**src/rtl/rst_seq_pkg.sv**
```systemverilog
// Shared definitions for the board reset sequencer: FSM state encodings,
// reset-cause codes and a small helper for sizing the sequencing counter.
package rst_seq_pkg;

    typedef enum logic [2:0] {
        HOLD       = 3'd0,
        WAIT_LOCK  = 3'd1,
        REL_PERIPH = 3'd2,
        RUN        = 3'd3,
        SWRST      = 3'd4
    } rst_state_t;

    localparam logic [1:0] CAUSE_POR  = 2'd0;
    localparam logic [1:0] CAUSE_BTN  = 2'd1;
    localparam logic [1:0] CAUSE_LOCK = 2'd2;
    localparam logic [1:0] CAUSE_SW   = 2'd3;

    function automatic int max3(input int a, input int b, input int c);
        int m;
        m = (a > b) ? a : b;
        m = (m > c) ? m : c;
        return m;
    endfunction

endpackage

```
**src/rtl/rst_debounce.sv**
```systemverilog
// Synchronizer plus stability filter for a slow asynchronous input.
// The filtered output only follows the synchronized input after it has
// disagreed with the current filtered value for STABLE_CYCLES cycles in a row;
// any return to agreement restarts the count.
module rst_debounce #(
    parameter int   SYNC_STAGES   = 2,
    parameter int   STABLE_CYCLES = 800000,
    parameter logic RESET_VALUE   = 1'b0
) (
    input  logic clk,
    input  logic rst_n,
    input  logic raw,
    output logic stable
);

    localparam int CNT_W = $clog2(STABLE_CYCLES) + 1;
    localparam logic [CNT_W-1:0] CNT_LAST = CNT_W'(STABLE_CYCLES - 1);

    logic [SYNC_STAGES-1:0] sync_q;
    logic [CNT_W-1:0]       cnt_q;
    logic                   synced;

    assign synced = sync_q[SYNC_STAGES-1];

    // Metastability chain: shift the raw input through SYNC_STAGES flops.
    always_ff @(posedge clk or negedge rst_n) begin
        if (!rst_n) begin
            sync_q <= '0;
        end else begin
            sync_q <= {sync_q[SYNC_STAGES-2:0], raw};
        end
    end

    // Count consecutive disagreeing cycles and adopt the new level once the count completes.
    always_ff @(posedge clk or negedge rst_n) begin
        if (!rst_n) begin
            cnt_q  <= '0;
            stable <= RESET_VALUE;
        end else if (synced != stable) begin
            if (cnt_q == CNT_LAST) begin
                stable <= synced;
                cnt_q  <= '0;
            end else begin
                cnt_q <= cnt_q + CNT_W'(1);
            end
        end else begin
            cnt_q <= '0;
        end
    end

endmodule

```
**src/rtl/rst_sequencer.sv**
```systemverilog
// Board-level reset sequencer. Holds the SoC in reset until the PLL has been
// locked for a qualified interval and the button is released, then releases
// the interconnect/peripherals before the CPU. A software request from the
// running SoC replays the reset pulse without re-qualifying lock. Lock loss or
// a button press aborts any active sequence back to HOLD.
module rst_sequencer
    import rst_seq_pkg::*;
#(
    parameter int SYNC_STAGES          = 2,
    parameter int DEBOUNCE_CYCLES      = 800000,
    parameter int LOCK_STABLE_CYCLES   = 1024,
    parameter int PERIPH_TO_CPU_CYCLES = 16,
    parameter int SWRST_PULSE_CYCLES   = 32
) (
    input  logic       clk_i,
    input  logic       arst_n_i,
    input  logic       btn_rst_n_i,
    input  logic       pll_locked_i,
    input  logic       swrst_req_i,
    output logic       swrst_ack_o,
    output logic       periph_arst_o,
    output logic       cpu_arst_o,
    output logic [1:0] rst_cause_o,
    output logic [2:0] rst_state_o
);

    localparam int CNT_MAX = max3(LOCK_STABLE_CYCLES, PERIPH_TO_CPU_CYCLES, SWRST_PULSE_CYCLES);
    localparam int CNT_W   = $clog2(CNT_MAX) + 1;

    localparam logic [CNT_W-1:0] LOCK_LAST  = CNT_W'(LOCK_STABLE_CYCLES - 1);
    localparam logic [CNT_W-1:0] P2C_LAST   = CNT_W'(PERIPH_TO_CPU_CYCLES - 1);
    localparam logic [CNT_W-1:0] SWRST_LAST = CNT_W'(SWRST_PULSE_CYCLES - 1);

    logic [SYNC_STAGES-1:0] lock_sync_q;
    logic [SYNC_STAGES-1:0] swrst_sync_q;
    logic                   lock_s;
    logic                   swrst_s;
    logic                   btn_db;

    rst_state_t       state_q;
    rst_state_t       state_next;
    logic [CNT_W-1:0] cnt_q;
    logic [CNT_W-1:0] cnt_next;
    logic [1:0]       cause_next;
    logic             ack_next;

    assign lock_s      = lock_sync_q[SYNC_STAGES-1];
    assign swrst_s     = swrst_sync_q[SYNC_STAGES-1];
    assign rst_state_o = state_q;

    // The button starts out "pressed" so the SoC stays in reset until a
    // genuinely released level has been observed for the full debounce time.
    rst_debounce #(
        .SYNC_STAGES  (SYNC_STAGES),
        .STABLE_CYCLES(DEBOUNCE_CYCLES),
        .RESET_VALUE  (1'b0)
    ) u_btn_debounce (
        .clk   (clk_i),
        .rst_n (arst_n_i),
        .raw   (btn_rst_n_i),
        .stable(btn_db)
    );

    // Plain synchronizer chains for the PLL lock and the software request.
    always_ff @(posedge clk_i or negedge arst_n_i) begin
        if (!arst_n_i) begin
            lock_sync_q  <= '0;
            swrst_sync_q <= '0;
        end else begin
            lock_sync_q  <= {lock_sync_q[SYNC_STAGES-2:0], pll_locked_i};
            swrst_sync_q <= {swrst_sync_q[SYNC_STAGES-2:0], swrst_req_i};
        end
    end

    // Next-state, counter and cause logic; aborts override every normal transition.
    always_comb begin
        state_next = state_q;
        cnt_next   = cnt_q;
        cause_next = rst_cause_o;
        ack_next   = 1'b0;

        case (state_q)
            HOLD: begin
                cnt_next = '0;
                if (lock_s && btn_db) begin
                    state_next = WAIT_LOCK;
                end
            end
            WAIT_LOCK: begin
                if (cnt_q == LOCK_LAST) begin
                    state_next = REL_PERIPH;
                    cnt_next   = '0;
                end else begin
                    cnt_next = cnt_q + CNT_W'(1);
                end
            end
            REL_PERIPH: begin
                if (cnt_q == P2C_LAST) begin
                    state_next = RUN;
                    cnt_next   = '0;
                end else begin
                    cnt_next = cnt_q + CNT_W'(1);
                end
            end
            RUN: begin
                cnt_next = '0;
                if (swrst_s) begin
                    state_next = SWRST;
                    cause_next = CAUSE_SW;
                    ack_next   = 1'b1;
                end
            end
            SWRST: begin
                if (cnt_q == SWRST_LAST) begin
                    state_next = REL_PERIPH;
                    cnt_next   = '0;
                end else begin
                    cnt_next = cnt_q + CNT_W'(1);
                end
            end
            default: begin
                state_next = HOLD;
                cnt_next   = '0;
            end
        endcase

        if (state_q != HOLD) begin
            if (!lock_s) begin
                state_next = HOLD;
                cnt_next   = '0;
                cause_next = CAUSE_LOCK;
                ack_next   = 1'b0;
            end else if (!btn_db) begin
                state_next = HOLD;
                cnt_next   = '0;
                cause_next = CAUSE_BTN;
                ack_next   = 1'b0;
            end
        end
    end

    // State, counter and registered outputs, all decoded from the next state.
    always_ff @(posedge clk_i or negedge arst_n_i) begin
        if (!arst_n_i) begin
            state_q       <= HOLD;
            cnt_q         <= '0;
            periph_arst_o <= 1'b1;
            cpu_arst_o    <= 1'b1;
            swrst_ack_o   <= 1'b0;
            rst_cause_o   <= CAUSE_POR;
        end else begin
            state_q       <= state_next;
            cnt_q         <= cnt_next;
            periph_arst_o <= (state_next != REL_PERIPH) && (state_next != RUN);
            cpu_arst_o    <= (state_next != RUN);
            swrst_ack_o   <= ack_next;
            rst_cause_o   <= cause_next;
        end
    end

endmodule

```
**config.mk**
```make
export PLATFORM = sky130hd
export DESIGN_NAME = rst_sequencer
export DESIGN_NICKNAME = d
export VERILOG_FILES = /design/src/rtl/rst_seq_pkg.sv /design/src/rtl/rst_debounce.sv /design/src/rtl/rst_sequencer.sv
export SDC_FILE = /design/constraint.sdc
export NUM_CORES = 1
export LEC_CHECK = 0
export ABC_AREA = 1
export CAP_MARGIN = 10
export CORE_MARGIN = 5
export CORE_UTILIZATION = 53
export CTS_CLUSTER_DIAMETER = 120
export DETAILED_ROUTE_END_ITERATION = 10
export GPL_ROUTABILITY_DRIVEN = 0
export PLACE_DENSITY = 0.75
export SYNTH_ARGS = -nofsm -noshare
export SYNTH_HDL_FRONTEND = slang
export SYNTH_SLANG_ARGS = --single-unit
```
**constraint.sdc**
```tcl
create_clock -name clk_i -period 1.4 [get_ports clk_i]
set_input_delay 0.14 -clock clk_i [delete_from_list [all_inputs] [get_ports clk_i]]
set_output_delay 0.14 -clock clk_i [all_outputs]
set_load 0.03 [all_outputs]
```
# After elaboration in Yosys (flattened, before gate mapping)

Cells that the tools add are included.

Output and inout port bits: 8
Logic and storage cells: 57
Register bits: 47
Input bits: 5

Equal/unequal tests: 11
Multiplexer cells: 28
Reductions and logical operators: 5
Add/subtract/negate cells: 2

Operator list:

| kind                  | number |
|---|---|
| $mux 11               | 6 |
| $mux 21               | 2 |
| $pmux 11 s3           | 1 |
| $mux 3                | 8 |
| $add 21x1->21 const B | 1 |
| $eq 21x20->1 const B  | 1 |
| $pmux 3 s5            | 1 |
| $add 11x1->11 const B | 1 |
| $eq 11x10->1 const B  | 1 |
| $eq 11x4->1 const B   | 1 |
| $eq 11x5->1 const B   | 1 |
| $mux 2                | 5 |
| $eq 3x2->1 const B    | 2 |
| $ne 3x2->1 const B    | 2 |
| $mux 1                | 5 |
| $eq 3x1->1 const B    | 1 |
| $eq 3x3->1 const B    | 1 |
| $logic_not 3->1       | 1 |
| $reduce_bool 3->1     | 1 |
| $logic_and 1x1->1     | 2 |
| $reduce_and 2->1      | 1 |
| $ne 1x1->1            | 1 |

# Longest topological paths before layout

Gate-level depths: netlist of run 1.

Depth after elaboration: 8
Gate-level depth with buffers: 10
Gate-level depth less buffers: 10

# Cells and area by module

Synthesis of run 1 repeated with hierarchy kept, for this count alone.

Cells, all modules: 298
Area total of the unflattened synthesis: 2512.4 sq um

Modules (own cells, without submodules):

| module        | seq. area each (sq um) | times used | cells each | area each (sq um) |
|---|---|---|---|---|
| rst_debounce  | 600.6                  | 1          | 167        | 1322.5 |
| rst_sequencer | 578.1                  | 1          | 131        | 1189.9 |

# Worst setup path after synthesis of run 1

Ideal clock, no wire load.

Path type: register -> register
Start: register state_q[1] (netlist: rst_state_o[1])
End: register cnt_q[4]
Path slack: 0.036 ns
Buffers on the path: 0
Setup time: 0.113 ns
Cell stages (with the launch flop): 11
Data required time: 1.287 ns
Arrival time: 1.251 ns
Period minus slack after synthesis: 1.364 ns
Cell sequence: dfrtp_1 inv_1 nand2_1 nor2_2 nor2_2 nand2_1 inv_2 nand2_1 nor2_1 nand2_1 inv_1

Cells in the longest elaborated chain, start to end: 5
Elaborated cells between the ends (all ways): 8
Those cells by class: 3 x eq/ne; 4 x mux; 1 x reduce/logical

Ends and longest elaborated chain:

| item                               | RTL line             | text |
|---|---|---|
| start: declaration                 | rst_sequencer.sv:40  | `rst_state_t state_q;` |
| start signal: assignment           | rst_sequencer.sv:152 | `state_q <= state_next;` |
| $eq 3x3->1 (tied with other cells) | rst_sequencer.sv:82  | `case (state_q)` |
| $pmux 11 s3                        | rst_sequencer.sv:82  |  |
| $mux 11                            | rst_sequencer.sv:133 | `end else if (!btn_db) begin` |
| $mux 11                            | rst_sequencer.sv:128 | `if (!lock_s) begin` |
| $mux 11 *                          | rst_sequencer.sv:127 | `if (state_q != HOLD) begin` |
| net cnt_next[4]                    | rst_sequencer.sv:43  | `logic [CNT_W-1:0] cnt_next;` |
| end signal: assignment             | rst_sequencer.sv:153 | `cnt_q <= cnt_next;` |
| end: declaration                   | rst_sequencer.sv:42  | `logic [CNT_W-1:0] cnt_q;` |

Mark *: on every way through the listed nets, which the timed path passes. The rest lies on a longest branch.
A chain may end at the register's enable or synchronous reset.

# Worst setup path after layout of run 1

Start: register u_btn_debounce.cnt_q[0]
End: register u_btn_debounce.cnt_q[1]

Cells in the longest elaborated chain, start to end: 3
Elaborated cells between the ends (all ways): 4
Those cells by class: 1 x add/sub; 1 x eq/ne; 2 x mux

Ends and longest elaborated chain:

| item                                                 | RTL line                               | text |
|---|---|---|
| start: declaration                                   | rst_debounce.sv:20                     | `logic [CNT_W-1:0] cnt_q;` |
| start signal: assignment                             | rst_debounce.sv:44                     | `cnt_q <= cnt_q + CNT_W'(1);` |
| $add 21x1->21 / $eq 21x20->1 (equally long branches) | rst_debounce.sv:44, rst_debounce.sv:40 |  |
| $mux 21 *                                            | rst_debounce.sv:40                     | `if (cnt_q == CNT_LAST) begin` |
| $mux 21 *                                            | rst_debounce.sv:39                     | `end else if (synced != stable) begin` |

Mark *: on every way between the ends. The rest lies on a longest branch, timed or not.

==> metrics.txt, run 1 <==
DIE AREA between 6000 and 7000 sq um; first-pass GRT wire length 8300 um; deepest level of the CTS H-tree 2; Seq cells post-synth 47; Critical Path End Type register; launch point of the worst path u_btn_debounce.cnt_q[0]$_DFF_PN0_; clock network power share between 40% and 50%; via-per-instance ratio roughly 5.1; final core occ 68.93%; antenna violation net count after detailed routing 0; fraction of post-synthesis cell area in the top cell type by area between 40% and 50%; startpoint kind of the worst setup timing path register; number of slew-limit violations in the final report 0; Seq/Total Area, Yosys 48.23%; Chip Width ~80 um; drt initial violations 144; Crit Path Max Fanout 6; result of the run complete, no violations; total area of multi-input combinational cells 1201 sq um; # DRC 0; Cells after Synth 307; required time of the critical path around 1.6 ns; final setup vio count 0; Final HPWL DP 3645 um; area taken by flip-flops and latches 1184 sq um; Fmax achieved 731.3 MHz; leading cell type by number of instances after synthesis sky130_fd_sc_hd__nand2_1; Via Count 2,047; final worst clock skew 0.01420 ns; Total Wirelength 5012 um; Avg Synthesized Cell Area 7.960 sq um; switching portion of total power 20.97%; Area after DPL 2771 sq um; Crit Path Class register to register; leakage component of the power 1.429 nW; Synth Cell Area ~2400 sq um; Root Buffer Master sky130_fd_sc_hd__clkbuf_8; clock transition at the registers of the reported paths 0.08 ns; min-delay worst type input port to register; post-synthesis async set-or-reset flop share 100.0%; number of synthesized flops with an enable pin 0; detailed-routing iteration count for the pre-antenna-repair pass 4; P per Cell Area 808.1 nW/um^2; relative max-transition margin about two thirds; y dimension of the die around 80 um; sum of internal, switching and leakage power 2.459 mW; initial core utilization 55.36%; count of max-cap constraint violations 0; total of warnings raised by yosys 0; top post-synthesis cells by area sky130_fd_sc_hd__dfrtp_1, sky130_fd_sc_hd__nand2_1, sky130_fd_sc_hd__nor2_1; Post-Synthesis Net Count 314; maximum count of clock buffers along a single path 2; sequential share of power 56.3%; cell-internal power 1.943 mW; setup repair after global routing missed its margin yes; maximum number of pins on one net before global-route repair 22; Area growth, synth to finish 24.53%; Inserted Clock Buffers 5; filler instances 355; dominant synthesized flop cell sky130_fd_sc_hd__dfrtp_1; Least-Margin Pin Slew 0.4874 ns; number of clock sinks 47; Final Net Count 359; number of library cell types mapped by synthesis 29; TritonCTS clock tree yes; overflow left after global routing 0; final hold viol count 0; maximum resistive drop on vdd 0.0006394 V; gr usage total 16.66%; Comb pwr share ~3.7%; Port Buffer Count 12; number of antenna violations at the first check in global routing 0; post-synth top area cell sky130_fd_sc_hd__dfrtp_1; standard cell core area 4414 sq um; number of global-route vias before repair just under 2k; post-route design area 3043 sq um; top cells by count, synth sky130_fd_sc_hd__nand2_1, sky130_fd_sc_hd__nor2_1, sky130_fd_sc_hd__dfrtp_1, sky130_fd_sc_hd__inv_1, sky130_fd_sc_hd__nand3_1; time the final worst path needs with I/O delays and setup 1.367 ns; diode count 0; final critical-path share of the clock period a little over nine tenths; sw power 0.5156 mW; source of the worst hold timing path btn_rst_n_i; proportion of layout cells with a drive suffix above 1 22.95%; arrival time at the worst endpoint 1.56 ns; clock insertion delay at the later pin of the skew report 0.31 ns; beginning of the worst register-to-register path u_btn_debounce.cnt_q[0]$_DFF_PN0_; number of ports placed on the die boundary 13; detail-routed net length per standard cell 12.38 um; Row Count 24
## through the flow
stage | TNS [ns] | hold slack, ns | instances | worst slack (ns)
floorplan | 0 | -0.1556 | 307 | 0.03578
global placement | 0 | 0.1220 | 389 | 0.008437
detailed placement | -0.1101 | 0.1305 | 389 | -0.03497
CTS | 0 | 0.2678 | 399 | 0.00004607
global route | -0.8264 | 0.2689 | 405 | -0.07494
finish | 0 | 0.2716 | 405 | 0.03251
## power groups by stage
stage | registers, mW | clock network (mW) | logic (mW)
after CTS | 1.38 | 1.01 | 0.0877
after global routing | 1.39 | 1.09 | 0.104
after floorplan | 1.41 | 0 | 0.0222
final | 1.38 | 0.984 | 0.0918
after detailed placement | 1.41 | 0 | 0.0851
after global placement | 1.41 | 0 | 0.0835
## worst paths after layout
check,to,slack (ns),depth (start not counted)
min reg2reg,u_btn_debounce.sync_q[1]$_DFF_PN0_,0.35,0
max,u_btn_debounce.cnt_q[1]$_DFF_PN0_,0.03,8
min in group asynchronous,u_btn_debounce.sync_q[1]$_DFF_PN0_,0.32,2
max reg2reg,u_btn_debounce.cnt_q[1]$_DFF_PN0_,0.03,8
max in group asynchronous,u_btn_debounce.cnt_q[17]$_DFF_PN0_,0.54,3
min,u_btn_debounce.sync_q[0]$_DFF_PN0_,0.27,1
## layout make-up
cell class                      count  share of cell area (%)
Inverter                           42                   5.345
Clock buffer                        6                   2.385
Clock inverter                      2                   1.234
Multi-Input combinational cell    219                   39.47
Timing Repair Buffer               37                   10.53
Tap cell                           52                   2.138
Sequential cell                    47                   38.90
## flip-flops by register name, indices dropped and copies added, names as in the netlist
signal                 flops
cnt_q                     11
cpu_arst_o                 1
lock_sync_q                2
periph_arst_o              1
rst_cause_o                2
rst_state_o                3
swrst_ack_o                1
swrst_sync_q               2
u_btn_debounce.cnt_q      21
u_btn_debounce.stable      1
u_btn_debounce.sync_q      2
## logic make-up (layout without fill, tap and decap cells)
| kind of cell | after synthesis | in the layout | share of synthesized area (%) |
|---|---|---|---|
| DFF | 47 | 47 | 48.23 |
| buffers and inverters | 42 | 87 | 6.452 |
| AOI/OAI and AO/OA | 15 | 15 | 3.380 |
| xor gates and xnor gates | 15 | 15 | 5.683 |
| adders and majority gates | 2 | 2 | 1.024 |
| and+or+nand+nor | 186 | 187 | 35.23 |
## metal layers
layer  routed length, um  share of wire, %  vias up  GRT usage (%)
met5                   0                 0        -              0
met4                  63               1.3        0          5.574
met3                 147               2.9        7          3.935
met2                2537                51       29          27.30
met1                2264                45      962          21.72
li1                    -                 -     1049              -
## critical path: stages (launching register included)
cell and delay, ns:
sky130_fd_sc_hd__dfrtp_1 0.39, sky130_fd_sc_hd__ha_2 0.21, sky130_fd_sc_hd__nand2_2 0.07, sky130_fd_sc_hd__inv_2 0.08, sky130_fd_sc_hd__nand3_4 0.12, sky130_fd_sc_hd__inv_4 0.09, sky130_fd_sc_hd__nand3_4 0.11, sky130_fd_sc_hd__nand2_4 0.14
sky130_fd_sc_hd__nor2_1 0.05
## cells in the final DEF (no fill, tap or decap), drive strengths merged
cell,instances
nand2,75
dfstp,2
nand4,6
clkinvlp,1
dlygate4sd3,1
o21ai,5
dfrtp,45
a21oi,6
clkbuf,6
a21boi,1
o21bai,1
ha,2
buf,25
nand3,23
o22ai,1
a31oi,1
inv,42
nand3b,1
xnor2,4
nor2,73
clkdlybuf4s50,3
xor2,11
bufinv,1
nor3b,1
nor4,1
dlygate4sd2,8
nor3,7
## repair_timing
item	4_1_cts	5_1_grt
buffers inserted	1	5
pin swaps	3	9
hold buffers	1	0
setup endpoints to repair	13	30
resized for setup	11	29
hold endpoints to repair	17	0
gates cloned	0	1
Note: power is estimated with default switching activity, not from simulation.
==> run 2, diff against run 1 <==
--- a/config.mk
+++ b/config.mk
@@ -6,8 +6,7 @@
 export NUM_CORES = 1
 export LEC_CHECK = 0
 export ABC_AREA = 1
-export CAP_MARGIN = 10
-export CORE_MARGIN = 5
+export CAP_MARGIN = 15
 export CORE_UTILIZATION = 53
 export CTS_CLUSTER_DIAMETER = 120
 export DETAILED_ROUTE_END_ITERATION = 10
==> run 2 against run 1 <==
Effect of this change: combinational power grew 6.6%; non-clock buffer count grew 1; wire length up 4.5%; die area down 19%; sequential power is essentially flat; flip-flop and latch count stayed put; critical path type unchanged; critical endpoint is now cnt_q[7]$_DFF_PN0_; largest power group unchanged.
==> metrics.txt, run 2 (synthesis results as in run 1) <==
Crit path top cell by count sky130_fd_sc_hd__nand3_4; source of the worst hold timing path swrst_req_i; relative max-transition margin 71.45% (+3.9 points); final hold viol count 0 (unchanged); startpoint kind of the worst setup timing path register; clock insertion delay at the later pin of the skew report 0.30 ns (about the same); Fmax achieved 718.1 MHz (-1.8%); setup_tns 0 ns (unchanged); Crit Path Class register to register; standard cell core area 4384 sq um (-0.68%); slowest cell on the critical path sky130_fd_sc_hd__dfrtp_1; commonest cells after routing, fill and taps aside sky130_fd_sc_hd__nand2_1, sky130_fd_sc_hd__nor2_1, sky130_fd_sc_hd__dfrtp_1; Register-to-Register Setup Slack 0.007 ns (-0.03 ns); via-per-instance ratio 5.197 (+2.8%); Area growth, synth to finish 26.06%; Port Buffer Count 12 (unchanged); final worst clock skew 0.004820 ns (-0.009379 ns); detail-routed net length per standard cell 12.91 um (+4.3%); Chip Width 69.90 um (-10%); number of ports placed on the die boundary 13 (unchanged); maximum count of clock buffers along a single path 2 (unchanged); Final HPWL DP 3666 um (+0.58%); detailed-routing iteration count for the pre-antenna-repair pass 4 (unchanged); beginning of the worst register-to-register path cnt_q[1]$_DFF_PN0_; Total Wirelength 5240 um (+4.5%); time the final worst path needs with I/O delays and setup 1.393 ns (+0.02513 ns); antenna violation net count after detailed routing 0 (unchanged); flip-flop count of the largest register, all copies and words added 21 (unchanged); Inserted Clock Buffers 5 (unchanged); count of max-cap constraint violations 0 (unchanged); Row Count 24 (unchanged); min-delay worst type input port to register; cell depth of the worst min-delay path 1 (unchanged); Crit Path Max Fanout 5 (-1); setup repair after global routing missed its margin yes; y dimension of the die 69.90 um (-10%); post-route design area 3080 sq um (+1.2%); overflow left after global routing 0 (unchanged); final critical-path share of the clock period 99.47% (+1.8 points); # DRC 0 (unchanged); most common cell after layout, fill and taps aside sky130_fd_sc_hd__nand2_1; deepest level of the CTS H-tree 2 (unchanged); arrival time at the worst endpoint 1.58 ns (+0.02 ns); reg2reg path depth 8 (unchanged); drt initial violations 92 (-36%); Critical Path End Type register; Least-Margin Pin Slew 0.4282 ns (-0.05913 ns); TritonCTS clock tree yes; number of slew-limit violations in the final report 0 (unchanged); number of clock sinks 47 (unchanged); Final Net Count 360 (+0.28%); endpoint with the worst hold slack swrst_sync_q[0]$_DFF_PN0_; maximum number of pins on one net before global-route repair 22 (unchanged); Biggest register u_btn_debounce.cnt_q; proportion of layout cells with a drive suffix above 1 24.58% (+1.6 points); crit-path cells ha_4 -> nand3_4 -> nor2_4 -> nand3_2 -> nand2_2 -> nand3_4 -> nand2_4 -> nor2_2; clock transition at the registers of the reported paths 0.09 ns (about the same); Root Buffer Master sky130_fd_sc_hd__clkbuf_8; Area after DPL 2779 sq um (+0.27%); gr usage total 23.42% (+6.8 points); final setup vio count 0 (unchanged); worst hold-check slack 0.2685 ns (-0.003157 ns); DIE AREA 4886 sq um (-19%); endpoint of the most critical register-to-register path cnt_q[7]$_DFF_PN0_; Via Count 2,110 (+3.1%); maximum resistive drop on vdd 0.0009408 V (+47%); result of the run complete, no violations; diode count 0 (unchanged); number of global-route vias before repair 2,074 (+6.6%); number of antenna violations at the first check in global routing 0 (unchanged); filler instances 354 (-0.28%); leakage component of the power 1.446 nW (+1.2%); required time of the critical path 1.59 ns (about the same); initial core utilization 55.74% (+0.38 points); first-pass GRT wire length 9011 um (+8.6%); P per Cell Area 861.3 nW/um^2 (+6.6%); crit-path max cell delay 0.42 ns (+0.03 ns)
run 2: how the worst max path moves through the flow:
| stage | endpoint | slack (ns) | startpoint | cells after the start |
|---|---|---|---|---|
| final | cnt_q[7]$_DFF_PN0_ | 0.007 | cnt_q[1]$_DFF_PN0_ | 8 |
| after floorplan | cnt_q[4]$_DFF_PN0_ | 0.04 | rst_state_o[1]$_DFF_PN0_ | 10 |
| after CTS | cnt_q[10]$_DFF_PN0_ | 0.0006 | cnt_q[0]$_DFF_PN0_ | 8 |
| after global routing | u_btn_debounce.cnt_q[3]$_DFF_PN0_ | -0.09 | u_btn_debounce.cnt_q[0]$_DFF_PN0_ | 8 |
| after global placement | cnt_q[10]$_DFF_PN0_ | 0.02 | cnt_q[1]$_DFF_PN0_ | 8 |
| after detailed placement | cnt_q[7]$_DFF_PN0_ | -0.07 | cnt_q[1]$_DFF_PN0_ | 8 |
run 2: worst max-delay path: cells and delay by family (launching register included):
| kind | cells | cell delay (ns) |
|---|---|---|
| AND/OR/NAND/NOR | 7 | 0.68 |
| adder cells (fa/ha/maj) | 1 | 0.17 |
| flip-flops | 1 | 0.42 |
run 2: what timing repair did:
action,in CTS,in global routing
endpoints found under the setup margin,21,34
cloned,1,0
pin swaps,5,14
hold buffers,1,0
gates resized for setup,13,30
setup buffers,1,5
endpoints found under the hold margin,15,0
run 2: metrics by stage:
step                      setup WS, ns  util (%)  std cells  total power [mW]
after floorplan                0.03578         -        307             1.431
after detailed placement      -0.07294     63.38        390             1.495
after global placement         0.01754     63.38        390             1.493
final                         0.007378     70.26        406             2.653
after global routing          -0.09080     70.26        406             2.741
after CTS                    0.0006214     67.55        401             2.667
run 2: cell type report:
class	count	area, sq um	share of cell area (%)
clock buffers	5	68.82	2.234
repair buffers	38	315.3	10.24
multi-input cells	219	1220	39.60
inverters	42	162.7	5.280
clock inverters	3	67.56	2.193
well taps	52	65.06	2.112
flip-flops and latches	47	1181	38.34
run 2: metal layers:
layer / vias up / GRT usage (%) / part of all wire [%]
met5: - / 0 / 0
met4: 0 / 9.556 / 1.6
met3: 9 / 5.051 / 3.7
met2: 40 / 39.53 / 52
met1: 1015 / 29.17 / 43
li1: 1046 / - / -
run 2: power by group:
part	internal (mW)	switching [mW]
sequential	1.37	0.0109
clock	0.712	0.461
combinational	0.0405	0.0574
total	2.12	0.529
